--- src/rtl/adsr_envelope.sv ---
// ADSR envelope generator, advanced once per sample tick.
//
// The output is a non-negative signed Q1.(DATA_WIDTH-1) gain that feeds the
// modulator input of the downstream amplitude modulator. Full scale is
// 2^(DATA_WIDTH-1)-1, which represents approximately 1.0.
//
// Ports:
//   clk_i            system clock
//   rst_ni           asynchronous active-low reset
//   sample_en_i      one-cycle sample tick; the envelope only moves on ticks
//   gate_i           note gate, high while the key is held
//   attack_rate_i    level increment per tick in ATTACK
//   decay_rate_i     level decrement per tick in DECAY
//   sustain_level_i  level held in SUSTAIN, tracked live on every tick
//   release_rate_i   level decrement per tick in RELEASE
//   env_o            signed envelope, always {1'b0, level}
//   valid_o          pulses for the one cycle after each tick
//   state_o          IDLE=0, ATTACK=1, DECAY=2, SUSTAIN=3, RELEASE=4
//   busy_o           high whenever the state is not IDLE
module adsr_envelope #(
    parameter int unsigned DATA_WIDTH = 16,
    parameter int unsigned RATE_WIDTH = 15
) (
    input  logic                  clk_i,
    input  logic                  rst_ni,
    input  logic                  sample_en_i,
    input  logic                  gate_i,
    input  logic [RATE_WIDTH-1:0] attack_rate_i,
    input  logic [RATE_WIDTH-1:0] decay_rate_i,
    input  logic [DATA_WIDTH-2:0] sustain_level_i,
    input  logic [RATE_WIDTH-1:0] release_rate_i,
    output logic [DATA_WIDTH-1:0] env_o,
    output logic                  valid_o,
    output logic [2:0]            state_o,
    output logic                  busy_o
);

    // Level register width; one bit narrower than the signed output.
    localparam int unsigned LevelWidth = DATA_WIDTH - 1;
    localparam int unsigned PadWidth   = DATA_WIDTH - RATE_WIDTH;

    // Full scale, expressed in the guard-bit-extended domain.
    localparam logic [DATA_WIDTH-1:0] LevelMaxExt = {1'b0, {LevelWidth{1'b1}}};

    typedef enum logic [2:0] {
        StIdle    = 3'd0,
        StAttack  = 3'd1,
        StDecay   = 3'd2,
        StSustain = 3'd3,
        StRelease = 3'd4
    } state_e;

    state_e                state_q, state_d;
    state_e                gate_state;
    logic [LevelWidth-1:0] level_q, level_d;
    logic                  valid_q;

    // All arithmetic carries one guard bit above the level so that sums
    // and comparisons never wrap.
    logic [DATA_WIDTH-1:0] level_ext;
    logic [DATA_WIDTH-1:0] attack_ext;
    logic [DATA_WIDTH-1:0] decay_ext;
    logic [DATA_WIDTH-1:0] release_ext;
    logic [DATA_WIDTH-1:0] sustain_ext;
    logic [DATA_WIDTH-1:0] attack_sum;
    logic [DATA_WIDTH-1:0] decay_floor;
    logic [DATA_WIDTH-1:0] decay_diff;
    logic [DATA_WIDTH-1:0] release_diff;

    assign level_ext   = {1'b0, level_q};
    assign attack_ext  = {{PadWidth{1'b0}}, attack_rate_i};
    assign decay_ext   = {{PadWidth{1'b0}}, decay_rate_i};
    assign release_ext = {{PadWidth{1'b0}}, release_rate_i};
    assign sustain_ext = {1'b0, sustain_level_i};

    // Sustain is at most 2^(W-1)-1 and a rate at most 2^(W-1)-1, so the
    // sum fits in W bits without overflow.
    assign attack_sum   = level_ext + attack_ext;
    assign decay_floor  = sustain_ext + decay_ext;
    // Only used when level exceeds the subtrahend, so these never underflow.
    assign decay_diff   = level_ext - decay_ext;
    assign release_diff = level_ext - release_ext;

    // Gate evaluation: the state whose level rule applies on this tick.
    always_comb begin
        gate_state = state_q;
        if (gate_i && (state_q == StIdle || state_q == StRelease)) begin
            // Legato retrigger: the level carries over into ATTACK.
            gate_state = StAttack;
        end else if (!gate_i &&
                     (state_q == StAttack || state_q == StDecay ||
                      state_q == StSustain)) begin
            gate_state = StRelease;
        end
    end

    // Level update for the state chosen by gate evaluation, same tick.
    always_comb begin
        state_d = state_q;
        level_d = level_q;
        if (sample_en_i) begin
            state_d = gate_state;
            case (gate_state)
                StAttack: begin
                    // A zero rate means an instantaneous attack.
                    if (attack_rate_i == '0 || attack_sum >= LevelMaxExt) begin
                        level_d = '1;
                        state_d = StDecay;
                    end else begin
                        level_d = attack_sum[LevelWidth-1:0];
                    end
                end
                StDecay: begin
                    // Also covers entry below sustain: the level snaps up.
                    if (decay_rate_i == '0 || level_ext <= decay_floor) begin
                        level_d = sustain_level_i;
                        state_d = StSustain;
                    end else begin
                        level_d = decay_diff[LevelWidth-1:0];
                    end
                end
                StSustain: begin
                    level_d = sustain_level_i;
                end
                StRelease: begin
                    if (release_rate_i == '0 || level_ext <= release_ext) begin
                        level_d = '0;
                        state_d = StIdle;
                    end else begin
                        level_d = release_diff[LevelWidth-1:0];
                    end
                end
                default: begin
                    // IDLE, and recovery from any unused encoding.
                    level_d = '0;
                    state_d = StIdle;
                end
            endcase
        end
    end

    always_ff @(posedge clk_i or negedge rst_ni) begin
        if (!rst_ni) begin
            state_q <= StIdle;
            level_q <= '0;
            valid_q <= 1'b0;
        end else begin
            state_q <= state_d;
            level_q <= level_d;
            valid_q <= sample_en_i;
        end
    end

    // Sign bit tied low so the downstream multiply never inverts the carrier.
    assign env_o   = {1'b0, level_q};
    assign valid_o = valid_q;
    assign state_o = state_q;
    assign busy_o  = (state_q != StIdle);

endmodule

--- config.mk ---
export PLATFORM = sky130hd
export DESIGN_NAME = adsr_envelope
export DESIGN_NICKNAME = d
export VERILOG_FILES = /design/src/rtl/adsr_envelope.sv
export SDC_FILE = /design/constraint.sdc
export NUM_CORES = 1
export LEC_CHECK = 0
export BUFFER_PORTS_ARGS = -buffer_cell sky130_fd_sc_hd__buf_2
export CELL_PAD_IN_SITES_DETAIL_PLACEMENT = 1
export CELL_PAD_IN_SITES_GLOBAL_PLACEMENT = 2
export CORE_ASPECT_RATIO = 1.1
export CORE_MARGIN = 2
export CORE_UTILIZATION = 30
export DETAILED_ROUTE_END_ITERATION = 8
export PLACE_DENSITY_LB_ADDON = 0.1
export SYNTH_ARGS = -nofsm -noshare
export SYNTH_HDL_FRONTEND = slang
export SYNTH_SLANG_ARGS = --single-unit
export TNS_END_PERCENT = 100
--- constraint.sdc ---
create_clock -name clk_i -period 2.7 [get_ports clk_i]
set_input_delay 0.54 -clock clk_i [delete_from_list [all_inputs] [get_ports clk_i]]
set_output_delay 0.54 -clock clk_i [all_outputs]
set_load 0.005 [all_outputs]
# Yosys cells after proc, flatten, opt, wreduce, memory -nomap -nowiden
# Index checks and enable logic that the tools add are counted.
dict set report word_totals {
  input_bits 64
  output_inout_bits 21
  ff_bits 19
  word_cells 42
}
dict set report classes {
  magnitude_cmp 3
  mux 10
  n_eq_ne 8
  reduce_logical 14
  n_addsub 4
}
# op count
set ops {}
lappend ops {{$pmux 15 s4} 1}
lappend ops {{$logic_not 15->1} 3}
lappend ops {{$mux 15} 3}
lappend ops {{$add 15x15->16} 2}
lappend ops {{$sub 15x15->15} 2}
lappend ops {{$ge 16x15->1 const B} 1}
lappend ops {{$le 15x16->1} 1}
lappend ops {{$le 15x15->1} 1}
lappend ops {{$mux 3} 5}
lappend ops {{$eq 3x2->1 const B} 4}
lappend ops {{$pmux 3 s4} 1}
lappend ops {{$eq 3x1->1 const B} 2}
lappend ops {{$eq 3x3->1 const B} 2}
lappend ops {{$logic_or 1x1->1} 6}
lappend ops {{$logic_not 3->1} 1}
lappend ops {{$reduce_bool 3->1} 1}
lappend ops {{$logic_and 1x1->1} 2}
lappend ops {{$logic_not 1->1} 1}

# Longest topological paths before layout
# Gate-level depths: netlist of the first run.
dict set report logic_depth {
  ltp_word 8
  depth_mapped 22
  mapped_depth_nobuf 22
}

# Least setup slack after synthesis of the first run
# No wires, ideal clock.
dict set report synth_path {
  path_type {input -> register}
  start {in decay_rate_i[0]}
  end {reg level_q[4]}
  path_stages 22
  t_arrival_ns 4.015
  n_path_buf 1
  setup_time_ns 0.134
  path_slack_ns -1.449
  required_ns 2.566
  path_cell_list {ha_1 > inv_1 > fa_1 > nor2b_1 > o21ai_1 > a21boi_0 > o21a_1 > o21ai_1 > a21oi_1 > o221ai_1 > or4b_1 > o311a_1 > ha_1 > nand4_1 > nor4_1 > nor3_1 > o2111ai_1 > a41oi_1 > a21oi_1 > buf_2 > a221oi_1 > o211ai_1}
}
dict set report synth_between {
  elab_chain_cells 5
  word_cells_on_any_way 7
  classes_between {add/sub (2); order compare (1); mux (2); reduce/logical (2)}
}
# element line
set synth_rtl {}
lappend synth_rtl {{start, declared} 29} ;# input logic [RATE_WIDTH-1:0] decay_rate_i,
lappend synth_rtl {{$add 15x15->16} 79} ;# assign decay_floor = sustain_ext + decay_ext;
lappend synth_rtl {{$le 15x16->1} 115} ;# if (decay_rate_i == '0 || level_ext <= decay_floor) begin
lappend synth_rtl {{$logic_or 1x1->1} 115}
lappend synth_rtl {{$mux 15 *} 115}
lappend synth_rtl {{$pmux 15 s4 *} 103} ;# case (gate_state)
lappend synth_rtl {{end signal, assigned} 149} ;# level_q <= level_d;
lappend synth_rtl {{end, declared} 55} ;# logic [LevelWidth-1:0] level_q, level_d;
# Mark *: on every way between the ends. The rest lies on a longest branch, timed or not.
# A chain may end at the register's enable or synchronous reset.

# Final worst setup path of the first run
dict set report layout_path {
  start {in sustain_level_i[0]}
  end {reg level_q[5]}
}
dict set report layout_between {
  elab_chain_cells 5
}
# element line
set layout_rtl {}
lappend layout_rtl {{start, declared} 30} ;# input logic [DATA_WIDTH-2:0] sustain_level_i,
lappend layout_rtl {{$add 15x15->16} 79}
lappend layout_rtl {{$le 15x16->1} 115}
lappend layout_rtl {{$logic_or 1x1->1} 115}
lappend layout_rtl {{$mux 15} 115}
lappend layout_rtl {{$pmux 15 s4} 103}
# Every way passes these cells.

==> results of run 1 <==
[final timing paths]
| check | cells past startpoint | slack [ns] | startpoint | endpoint |
|---|---|---|---|---|
| min in group clk_i | 1 | 0.52 | sample_en_i | valid_o |
| min | 1 | 0.24 | rst_ni | state_o[2] |
| min reg2reg | 1 | 0.65 | state_o[2] | state_o[2] |
| max | 24 | -1.58 | sustain_level_i[0] | level_q[5] |
| max in group asynchronous | 1 | 2.14 | rst_ni | state_o[0] |
| max reg2reg | 13 | -0.48 | level_q[1] | level_q[14] |
[layout make-up]
| type | instances | area, µm² | share of cell area, % |
|---|---|---|---|
| multi-input combinational | 473 | 3870 | 56.4 |
| timing repair buffer | 288 | 2020 | 29.4 |
| sequential | 19 | 475 | 6.93 |
| tap | 188 | 235 | 3.43 |
| inverter | 49 | 184 | 2.68 |
| clock buffer | 4 | 78.8 | 1.15 |
[power by group]
group          internal [mW]  total [mW]  switching (mW)  leakage (nW)
Sequential             0.399       0.569           0.170         0.244
Combinational           2.70        5.45            2.75          3.14
Clock                  0.201       0.317           0.116        0.0382
Total                   3.30        6.34            3.04          3.42
[repair_timing]
item,CTS,global route
pin swaps,48,33
setup endpoints to repair,18,18
setup buffers,9,3
gates resized for setup,41,16
[routing by layer]
layer | track usage, % | routed length (µm) | vias to the layer above
met3 | 1.95 | 715 | 37
met5 | 0 | 0 | -
met1 | 31.6 | 8400 | 2600
met4 | 9.99 | 740 | 0
met2 | 50.9 | 10500 | 101
li1 | - | - | 2642
[critical path, cell delays in order]
cell and delay, ns:
buf_8 0.11, ha_4 0.15, inv_2 0.04, fa_2 0.19, nor2b_1 0.05, o21ai_1 0.19
a21boi_1 0.09, o21a_1 0.21, o21ai_2 0.14, a21oi_2 0.08, o221ai_2 0.14, or4b_4 0.47
o311a_1 0.15, ha_1 0.30, nand4_1 0.10, nor4_2 0.06, nor3_1 0.18, o2111ai_1 0.16
a41oi_2 0.31, a21oi_4 0.11, buf_12 0.16, buf_6 0.11, a221oi_4 0.25, o211ai_1 0.11
[state kept, by name, summed over array words and instances, names as in the netlist]
name	cells
state_o	3
level_q	15
valid_o	1
[cells by family after synthesis]
group	share of synthesized area, %
simple gates	18.4
compound gates	31.5
mux	0.265
fa+ha+maj	23.7
buf+inv	5.00
flops	11.2
xor+xnor	9.86
other cells	0.0882
[layout by cell type, fill, tap and decap left out, drive strengths merged, types with 5 or more instances in the layout]
cell type  netlist  routed
nor2b            7       7
nor4            12      12
a21o            11      11
and3             7       7
xnor2           25      25
o21a            18      18
nand2           26      26
dfrtp           19      19
nor3            17      17
nand4           11      11
o211ai           5       5
a221oi           9       9
nand3           13      13
nor2            36      36
buf              3     288
o21ai           47      47
nand2b           8       8
a21oi           56      56
xor2            22      22
ha              74      74
inv             49      49
[per-stage QoR]
step / instance area (µm²) / TNS (ns)
after floorplan: 4350 / -20.65
after global placement: 6430 / -34.12
after detailed placement: 6430 / -36.81
after CTS: 6750 / -23.43
after global routing: 6860 / -28.78
final: 6860 / -24.72
==> impl_metrics.csv, run 1 <==
group,metric,value,unit
outcome,status,"finished, violations left",
outcome,violations,"setup timing",
die,num_rows,45,
timing,worstMarginPinSlew,0.553,ns
cts,clkTransAtPathRegs,0.06,ns
placed_design,dp_hpwl,17600,µm
routing,drt-pass1-iter-count,4,
worst_setup_path,crit_type,"in2reg",
logic_synthesis,ys.flop_type,"dfrtp_1",
logic_synthesis,synthMostInstantiatedCell,"ha_1",
logic_synthesis,postSynthAreaPerCell,7.77,µm²
cts,cts_made_buffers,3,
die,dieArea,15100,µm²
logic_synthesis,synth_area_leaders,"ha_1 22%, dfrtp_1 11%, a21oi_1 6.5%",
routing,drtIter0Drc,188,
placed_design,portBuffers,83,
routing,drt-vias-per-instance,5.27,
final_layout,layout.cells.non_filler,1021,
worst_setup_path,cp-start-kind,"input pin",
logic_synthesis,ys.warnings.count,0,
cts,clockBufferDepth,2,
final_layout,post-route-util,49.5,%
flow_run,maxCapViolCount,0,
die,pin_count,85,
cts,cts_sinks,19,
die,die_x,117,µm
final_layout,layout-area-overhead-vs-synth,61.5,%
logic_synthesis,synth_nets,689,
cts,cts_tree,"built",
final_layout,nets,976,
timing,fin_crit,4.28,ns
placed_design,place_congestion,0.914,
timing,fin_crit_sh,159,%
final_layout,antenna_cells,0,
cts,h-tree-depth,1,
routing,routed_wl,20300,µm
die,core_area,13900,µm²
routing,ant_nets,0,
pwr,p_leak,3.42,nW
global_route,grt.total_usage,26.8,%
placed_design,dp_slack,-2.39,ns
logic_synthesis,yosys-top-cells-count,"74 x ha_1, 55 x a21oi_1, 49 x inv_1, 41 x o21ai_0, 36 x nor2_1",
timing,slew_headroom,63.1,%
timing,finalClockSkew,0.00576,ns
pwr,powerDensity,923,nW/µm²
global_route,grt_max_degree,20,
logic_synthesis,ys_ff_latch,19,
global_route,overflow,0,
die,initial_utilization,30.7,%
worst_setup_path,cp_max_fo,8,
logic_synthesis,synth_area,4250,µm²
logic_synthesis,synth_cell_types,67,
final_layout,n_fill_cell,1751,
routing,post-route-drc-count,0,
logic_synthesis,synth_cells,547,
placed_design,dp_cells,1005,
timing,rsz0062_at_grt,"yes",
cts,worst_skew_pair.late_latency,0.26,ns
final_layout,drive_gt1_share,41.5,%
timing,setup_viol,17,
timing,whs,0.237,ns
global_route,antenna_found_initial,0,
worst_setup_path,critPathCaptureType,"register",
worst_setup_path,worstPathArrival,4.41,ns
die,die_y,129,µm
pwr,ir_drop,0.000355,V
logic_synthesis,synth_top_area_cell,"ha_1",
pwr,power,6.34,mW
logic_synthesis,netlist.area_leader.share,21.8,%
timing,maxSlewViolCount,0,
logic_synthesis,synth_edf_count,0,
global_route,first_global_vias,5805,
cts,cts_hold_buf,0,
routing,vias,5380,
routing,avgRoutedWirePerCell,19.9,µm
hold_path,hold_path.class,"in2async",
cts,cts-root-buf,"clkbuf_16",
global_route,grt_first_pass_wirelength,31500,µm
logic_synthesis,ys_seq_area_share,11.2,%
timing,finalWorstSetupSlack,-1.58,ns
timing,hold_viol,0,
worst_setup_path,required,2.83,ns
logic_synthesis,async_reset_ff_share,100,%
timing,fmax,0.234,GHz
Power figures use the tool's default switching activity.
==> inputs of run 2 (changes only) <==
- ABC_AREA: unset -> 1
- CORE_ASPECT_RATIO: 1.1 -> unset
- CORE_UTILIZATION: 30 -> 27
==> impl_metrics.csv, run 2 <==
group,metric,value,unit
outcome,status,"finished, violations left",
outcome,violations,"setup timing",
logic_synthesis,ys_ff_latch,19,
cts,clkTransAtPathRegs,0.06,ns
placed_design,place_congestion,0.850,
pwr,comb_power_share,83.7,%
worst_setup_path,crit_type,"in2reg",
routing,vias,6292,
routing,post-route-drc-count,0,
worst_setup_path,rr_endpoint,"level_q[3]",
worst_setup_path,timing.critical_path.mode_cell,"nand2_1",
placed_design,dp_slack,-0.984,ns
logic_synthesis,synth_area_leaders,"nand2_1 21%, ha_1 18%, inv_1 10%",
logic_synthesis,synth_nets,1027,
cts,worst_skew_pair.late_latency,0.26,ns
die,dieArea,20300,µm²
timing,worstMarginPinSlew,0.637,ns
pwr,power,5.80,mW
logic_synthesis,ys_seq_area_share,9.20,%
worst_setup_path,cpPeakStageDelay,0.32,ns
cts,cts_made_buffers,3,
worst_setup_path,cp_slowest_cell,"ha_1",
pwr,internal_power,2.60,mW
final_layout,multi_input_area,4370,µm²
timing,rsz0062_at_grt,"yes",
timing,setup_viol,16,
timing,maxSlewViolCount,0,
pwr,ir_drop,0.000263,V
timing,finalWorstSetupSlack,-0.586,ns
hold_path,hold_path.class,"in2async",
logic_synthesis,synth_top_area_cell,"nand2_1",
worst_setup_path,cp_max_fo,8,
timing,whs,0.241,ns
logic_synthesis,postSynthAreaPerCell,5.84,µm²
pwr,p_clk_share,5.6,%
logic_synthesis,netlist.area_leader.share,21.4,%
worst_setup_path,critPathCaptureType,"register",
logic_synthesis,async_reset_ff_share,100,%
routing,ant_nets,0,
routing,drt-vias-per-instance,4.80,
global_route,antenna_found_initial,0,
final_layout,design_area,7130,µm²
die,die_x,142,µm
global_route,grt_first_pass_wirelength,34100,µm
worst_setup_path,r2r-start,"level_q[0]",
final_layout,ff_latch_area,477,µm²
timing,hold_viol,0,
logic_synthesis,synth_edf_count,0,
routing,drtIter0Drc,251,
die,die_y,142,µm
worst_setup_path,path_cells,"buf_2, ha_1, a21oi_2, nor2_1, a211oi_2, nand2_2, buf_4, a21oi_2, xor2_1, ha_1, nand2_2, nor3_2, nand2_2, nand3_2, nor2_4, buf_4, nand3_4, nand3_2, nand2_1, inv_1, nand2_1, nand2_1, nand2_1",
placed_design,portBuffers,83,
timing,fin_crit,3.29,ns
routing,drt-pass1-iter-count,4,
pwr,powerDensity,813,nW/µm²
final_layout,largest_register,"level_q",
pwr,p_leak,4.09,nW
worst_setup_path,rr_worst_depth,17,
placed_design,placed_area,6680,µm²
timing,finalClockSkew,0.00384,ns
pwr,p_seq_share,10.7,%
logic_synthesis,ys.flop_type,"dfrtp_1",
final_layout,drive_gt1_share,25.7,%
logic_synthesis,yosys-top-cells-count,"295 x nand2_1, 140 x inv_1, 76 x nand3_1, 74 x ha_1, 55 x nor2_1",
pwr,power_switching,3.20,mW
routing,avgRoutedWirePerCell,16.6,µm
cts,cts_hold_buf,0,
timing,fin_crit_sh,122,%
final_layout,n_fill_cell,2546,
final_layout,layout-area-overhead-vs-synth,37.9,%
timing,slew_headroom,57.3,%
placed_design,dp_hpwl,19000,µm
die,pin_count,85,
worst_setup_path,required,2.85,ns
worst_setup_path,r2r_slack,0.11,ns
global_route,first_global_vias,6244,
timing,fmax,0.304,GHz
final_layout,layout_commonest_cell,"nand2_1",
final_layout,post-route-util,38.0,%
final_layout,largest_register_ff_count,15,
logic_synthesis,synthMostInstantiatedCell,"nand2_1",
die,initial_utilization,27.5,%
logic_synthesis,ys.warnings.count,0,
final_layout,final_cell_mix,"280 x nand2_1, 134 x inv_1, 109 x buf_4",
pwr,switching_share,55.1,%
cts,cts-root-buf,"clkbuf_16",
routing,routed_wl,21800,µm
flow_run,maxCapViolCount,0,
worst_setup_path,cp-start-kind,"input pin",
cts,cts_sinks,19,
final_layout,nets,1219,
logic_synthesis,synth_area,5170,µm²
cts,cts_tree,"built",
cts,h-tree-depth,1,
final_layout,antenna_cells,0,
cts,clockBufferDepth,2,
logic_synthesis,synth_cell_types,47,
logic_synthesis,synth_cells,885,
worst_setup_path,worstPathArrival,3.43,ns
global_route,overflow,0,
global_route,grt_max_degree,20,
global_route,grt.total_usage,21.6,%
die,core_area,18800,µm²
die,num_rows,50,
-- run 2: changes by cell type after synthesis, moves of 10 or more --
cell     change
o21a_1      -16
nand3_1     +63
nor3_1      -10
nand4_1     +20
o21ai_0     -22
nor2_1      +19
inv_1       +91
nand2_1    +269
-- run 2: power groups by stage --
| stage | Sequential (mW) | Combinational (mW) | Clock, mW |
|---|---|---|---|
| CTS | 0.631 | 4.81 | 0.328 |
| finish | 0.623 | 4.85 | 0.323 |
| global placement | 0.638 | 4.66 | 0 |
| floorplan | 0.545 | 2.93 | 0 |
| global route | 0.642 | 5.50 | 0.340 |
| detailed placement | 0.635 | 4.69 | 0 |
-- run 2: cells by family after synthesis --
group           share of synthesized area (%)
buf+inv                                  12.0
simple gates                             42.6
other cells                            0.0726
flops                                    9.20
compound gates                           10.4
fa+ha+maj                                19.5
xor+xnor                                 6.27
-- run 2: area by class of cell --
cell class / count / share of cell area (%)
multi-input combinational: 712 / 61.3
tap: 234 / 4.11
clock buffer: 4 / 1.11
timing repair buffer: 198 / 19.3
sequential: 19 / 6.69
inverter: 143 / 7.53
-- run 2: worst max path at each step --
stage,start,end,slack [ns],cells after the start
2_1_floorplan,decay_rate_i[0],level_q[8],-0.38,24
5_1_grt,sustain_level_i[2],level_q[11],-0.89,25
3_5_place_dp,decay_rate_i[6],level_q[3],-0.98,25
4_1_cts,decay_rate_i[0],level_q[10],-0.56,26
3_3_place_gp,decay_rate_i[6],level_q[14],-0.94,25
6_report,decay_rate_i[8],level_q[10],-0.59,23
-- run 2: through the flow --
stage	setup TNS [ns]	cells
floorplan	-5.59	885
global placement	-14.62	1292
detailed placement	-15.26	1292
CTS	-8.31	1304
global route	-13.08	1310
finish	-8.93	1310
-- run 2: critical path: cells and delay by family --
kind	cells	cell delay (ns)
compound gates	3	0.56
xor+xnor	1	0.16
fa+ha+maj	2	0.60
simple gates	13	1.10
buf+inv	4	0.47
-- run 2: repair_timing --
item / 4_1_cts / 5_1_grt
setup endpoints to repair: 16 / 17
cloned: 1 / 0
buffers inserted: 7 / 6
pin swaps: 26 / 35
resized for setup: 26 / 31
-- run 2: routing by layer --
layer	vias up	global-route usage [%]	wire length, µm
li1	3262	-	-
met1	2947	32.0	11200
met2	79	36.1	9970
met3	4	1.55	500
met4	0	1.04	67
met5	-	0	0
